==> src/rtl/wb_regfile_sb.sv <==
// Writeback stage: selects the WB result, writes the 32x32 register file, serves two decode read ports and a load scoreboard.
// Latency: result_WB, rd1_ID/rd2_ID and stall_ID are combinational; register and pending-bit updates land on the next clk edge.
// Backpressure: stall_ID holds decode while a source register awaits load data; ld_issue_ID is ignored while stalled.
// Optional feature: define WB_BYPASS_EN for write-through reads and same-cycle stall release.
module wb_regfile_sb #(
    parameter int NREGS = 32,
    parameter int AW    = 5,
    parameter int DW    = 32
) (
    input  logic          clk,
    input  logic          reset,
    input  logic [DW-1:0] aluresult_WB,
    input  logic [DW-1:0] readdata_WB,
    input  logic [AW-1:0] writereg_WB,
    input  logic          regwrite_WB,
    input  logic          memtoreg_WB,
    input  logic [AW-1:0] rs_ID,
    input  logic [AW-1:0] rt_ID,
    output logic [DW-1:0] rd1_ID,
    output logic [DW-1:0] rd2_ID,
    input  logic          ld_issue_ID,
    input  logic [AW-1:0] ld_dest_ID,
    output logic [DW-1:0] result_WB,
    output logic          stall_ID
);

    logic [DW-1:0]    r_regs [NREGS];
    logic [NREGS-1:0] r_pend;

    logic          w_wr_en;
    logic          w_ld_set;
    logic          w_ld_clr;
    logic          w_rs_hazard;
    logic          w_rt_hazard;
    logic [DW-1:0] w_rd1;
    logic [DW-1:0] w_rd2;

    assign w_wr_en  = regwrite_WB && (writereg_WB != '0);
    // A stalled decode cannot hand a load onward, so no reservation is made then.
    assign w_ld_set = ld_issue_ID && !stall_ID && (ld_dest_ID != '0);
    assign w_ld_clr = regwrite_WB && memtoreg_WB;

    // Writeback mux feeding both the register file and the forwarding network.
    always_comb begin
        result_WB = memtoreg_WB ? readdata_WB : aluresult_WB;
    end

    // Register file write; entry 0 is never written so it stays at its reset value of 0.
    always_ff @(posedge clk or posedge reset) begin
        if (reset) begin
            for (int i = 0; i < NREGS; i++) begin
                r_regs[i] <= '0;
            end
        end else if (w_wr_en) begin
            r_regs[writereg_WB] <= result_WB;
        end
    end

    // Load scoreboard: clear applied first so a same-register set from a newer load wins.
    always_ff @(posedge clk or posedge reset) begin
        if (reset) begin
            r_pend <= '0;
        end else begin
            if (w_ld_clr) begin
                r_pend[writereg_WB] <= 1'b0;
            end
            if (w_ld_set) begin
                r_pend[ld_dest_ID] <= 1'b1;
            end
        end
    end

    // Read ports and hazard detection; register 0 never reads nonzero nor stalls.
    always_comb begin
        w_rd1       = (rs_ID == '0) ? '0 : r_regs[rs_ID];
        w_rd2       = (rt_ID == '0) ? '0 : r_regs[rt_ID];
        w_rs_hazard = r_pend[rs_ID] && (rs_ID != '0);
        w_rt_hazard = r_pend[rt_ID] && (rt_ID != '0);
`ifdef WB_BYPASS_EN
        if (w_wr_en && (writereg_WB == rs_ID)) begin
            w_rd1 = result_WB;
        end
        if (w_wr_en && (writereg_WB == rt_ID)) begin
            w_rd2 = result_WB;
        end
        if (w_ld_clr && (writereg_WB == rs_ID)) begin
            w_rs_hazard = 1'b0;
        end
        if (w_ld_clr && (writereg_WB == rt_ID)) begin
            w_rt_hazard = 1'b0;
        end
`endif
    end

    // Outputs forced quiet while reset is held, independent of the bypass path.
    always_comb begin
        rd1_ID   = reset ? '0 : w_rd1;
        rd2_ID   = reset ? '0 : w_rd2;
        stall_ID = !reset && (w_rs_hazard || w_rt_hazard);
    end

endmodule

==> config.mk <==
export PLATFORM = sky130hd
export DESIGN_NAME = wb_regfile_sb
export DESIGN_NICKNAME = d
export VERILOG_FILES = /design/src/rtl/wb_regfile_sb.sv
export SDC_FILE = /design/constraint.sdc
export NUM_CORES = 2
export LEC_CHECK = 0
export BUFFER_PORTS_ARGS = -buffer_cell sky130_fd_sc_hd__buf_4
export CAP_MARGIN = 20
export CELL_PAD_IN_SITES_DETAIL_PLACEMENT = 1
export CELL_PAD_IN_SITES_GLOBAL_PLACEMENT = 1
export CORE_MARGIN = 2
export CORE_UTILIZATION = 30
export CTS_CLUSTER_DIAMETER = 80
export CTS_CLUSTER_SIZE = 20
export DETAILED_ROUTE_END_ITERATION = 10
export PLACE_DENSITY = 0.62
export RECOVER_POWER = 25
export SETUP_SLACK_MARGIN = 0.4
export SLEW_MARGIN = 15
export SYNTH_ARGS = -nofsm -noshare
export SYNTH_HDL_FRONTEND = slang
export SYNTH_SLANG_ARGS = --single-unit
==> constraint.sdc <==
create_clock -name clk -period 40.1 [get_ports clk]
set_clock_uncertainty 0.2 [all_clocks]
set_input_delay 4.01 -clock clk [delete_from_list [all_inputs] [get_ports clk]]
set_output_delay 4.01 -clock clk [all_outputs]
set_load 0.02 [all_outputs]
==> metrics.md <==
| Metric | Value |
|---|---|
| Worst-case clock buffer depth | `3` |
| Critical path capture point type | `output pin` |
| Status | `complete, but fails checks` |
| Cell Pwr Density | `48.75 nW/um2` |
| Die width | `430.2 um` |
| Worst r2r src | `r_pend[21]$_DFF_PP0_` |
| Post-synthesis cell type count | `32` |
| GRT Max-Usage Layer | `met2` |
| Per-cell routed wire length | `27.84 um` |
| WP data arrival | `9.84 ns` |
| Fmax | `71.17 MHz` |
| DRC Markers | `0` |
| YS warnings | `0` |
| Worst slew pin tran | `3.812 ns` |
| Starting Density | `30.18%` |
| Cells after Synth | `4,750` |
| Max Transition Viols Final | `927` |
| H-Tree Depth | `2` |
| I/O Buffers | `185` |
| Synth Area in Compound Gates | `12.26%` |
| Adder-Cell Fraction of Synth Area | `0%` |
| I/O Pins | `186` |
| RSZ-0062 raised after global routing | `no` |
| Total power | `0.002920 W` |
| Synth-to-Final Area Change | `9.932%` |
| Worst Setup Path Type | `primary input to output pin` |
| Share of layout cells above drive strength 1 | `21.96%` |
| Final #Nets | `4,683` |
| Clock Pin Slew Worst Setup and Hold Paths | `0.08 ns` |
| R2R setup slack | `37.27 ns` |
| Final ANT Viol Nets | `0` |
| Post-Syn Nets | `4,839` |
| Static Leakage | `24.11 nW` |
| Number of synthesized flops with an enable pin | `0` |
| Most used cell, CP | `clkbuf_1` |
| First-pass GRT wire length | `289,900 um` |
| Min-delay src | `r_regs[1020]$_DFFE_PP0P_` |
| Met2 global-route usage | `36.63%` |
| Startpoint types | `primary input` |
| Dpl hpwl | `114,200 um` |
| FFs w/ async S/R, synth | `100.0%` |
| Ratio of final minimum period to clock period | `35.04%` |
| Pin count of the biggest net entering global routing | `97` |
| Maxcap violations | `23` |
| Row Count | `156` |
| Largest family of logic cells by synthesized area | `multiplexers` |
| Hold_buf cts | `0` |
| Core footprint | `180,500 um2` |
| Die Span Y | `430.2 um` |
| Post-synthesis mux area share | `26.41%` |
| Hold Vio Cnt, Final | `0` |
| Initial antenna violation count | `5` |
| Area contributors post-synth | `dfrtp_1, mux4_2, a21oi_1, nor2_1, clkbuf_1` |
| Reg-to-reg endpoint | `r_pend[29]$_DFF_PP0_` |
| GRT overflow | `0` |
| Setup total negative slack | `0 ns` |
| Max incr delay on CP | `2.77 ns` |
| Crit path time final | `14.05 ns` |
| Worst skew pair latency | `0.71 ns` |
| Vias in the first global route | `41,620` |
| Synth top cells by count | `dfrtp_1, nor2_1, a21oi_1` |
| # Post-CTS Setup Buffers | `0` |
| Resize count post-CTS | `0` |
| Finish-stage setup viols | `0` |
| Setup crit start | `memtoreg_WB` |
| Top-count cell post-synth | `dfrtp_1` |
| Clock Tree Root | `clkbuf_16` |
| 1st-iter DRT viols | `3,200` |
| Syn Area/Cell | `11.47 um2` |
| Failing checks | `capacitance limit, slew limit` |
| 1st-pass router iterations | `5` |
| CP max-delay cell | `clkbuf_1` |
| Worst VDD drop | `0.00003385 V` |
| Synth Area in XOR/XNOR | `0%` |
| Seq cells post-synth | `1,056` |
| Yosys top cell area share | `48.50%` |
| WP data required | `35.89 ns` |
| GRT met1 Usage | `27.47%` |
| Vias | `39,250` |
| Crit Path Max Fanout | `22` |
| Tot GR Track Use | `20.96%` |
| Detailed Route WL | `194,300 um` |
| Placer Congestion | `0.7973` |
| Sequential element share of the synthesized area | `48.50%` |
| Routed vias/inst | `5.623` |
| Grt met3 use | `1.997%` |
| Clock sink count | `1,056` |
| Hold path endpoint | `r_regs[1020]$_DFFE_PP0P_` |
| Top_reg_cell synth | `dfrtp_1` |
| Cell Chain, Critical Path | `clkbuf_1, clkbuf_1, mux2i_4, inv_1, buf_4` |
| Post-Synthesis Cell Area | `54,480 um2` |
| Cell taking the most area after synthesis | `dfrtp_1` |
| Simple-gate area share of the yosys netlist | `8.669%` |
| Full die area | `185,000 um2` |
| Min-delay worst type | `flip-flop to flip-flop` |
| Worst Hold Depth | `0` |
| Worst R2R Path Depth | `5` |
| Max_slew headroom | `-154.1%` |
| CTS tree | `yes` |
| CTS Buf Count | `60` |
state kept, by name (all words and copies together), names as in the netlist:
register,count
r_regs,1024
r_pend,32
per-layer routing:
metal | vias to the layer above | share of wire, % | wire (um)
li1 | 16900 | - | -
met1 | 21180 | 42 | 81460
met2 | 916 | 51 | 98200
met3 | 253 | 4.0 | 7846
met4 | 2 | 3.5 | 6751
met5 | - | 0.010 | 20
layout by cell type, fill, tap and decap left out, types with 22 or more instances in the layout:
master     instances
a211oi_1         128
a21oi_1          800
buf_4            268
clkbuf_1          22
clkbuf_16         61
dfrtp_1         1056
inv_1             38
mux2i_1           72
mux2i_4           28
mux4_2           591
nand2_1          261
nor2_1           802
nor2_4            23
nor2b_1           64
o21ai_0          287
o31ai_1           31
per-stage QoR:
step	setup slack (ns)	cells	utilization [%]	hold WS, ns	area (um2)
floorplan	5.343	4750	-	0.2413	54480
global placement	26.69	6898	32.29	0.1765	58310
detailed placement	26.69	6899	32.30	0.1833	58320
CTS	26.68	6971	33.22	0.2028	59980
global route	25.75	6975	33.17	0.2174	59890
finish	26.05	6979	33.17	0.1983	59900
critical path, delay by kind of cell:
family | cells | cell delay [ns]
buffers and inverters | 4 | 4.81
multiplexers | 1 | 0.93
power breakdown:
group	switching, W	internal, W	total, W
Clock	0.000372	0.000286	0.000658
Combinational	0.000368	0.000405	0.000774
Sequential	0.000184	0.00130	0.00149
cells by family after synthesis:
kind of cell    Yosys count
compound gates         1253
simple gates           1187
flops                  1056
mux                     694
buf+inv                 560
cell type report:
type | instances | area [um2]
fill | 19490 | 120700
sequential | 1056 | 26430
multi-input combinational | 3134 | 26390
tap | 2370 | 2965
timing repair buffer | 303 | 2297
clock buffer | 65 | 1582
inverter | 39 | 147.6
clock inverter | 7 | 76.32
antenna | 5 | 12.51
how the worst max path moves through the flow:
stage | end | slack [ns] | depth (start not counted)
4_1_cts | rd1_ID[25] | 26.68 | 11
3_3_place_gp | rd1_ID[25] | 26.69 | 11
6_report | result_WB[9] | 26.05 | 5
5_1_grt | result_WB[9] | 25.75 | 5
2_1_floorplan | stall_ID | 5.34 | 6
3_5_place_dp | rd1_ID[25] | 26.69 | 11
Note: power is estimated with default switching activity, not from simulation.
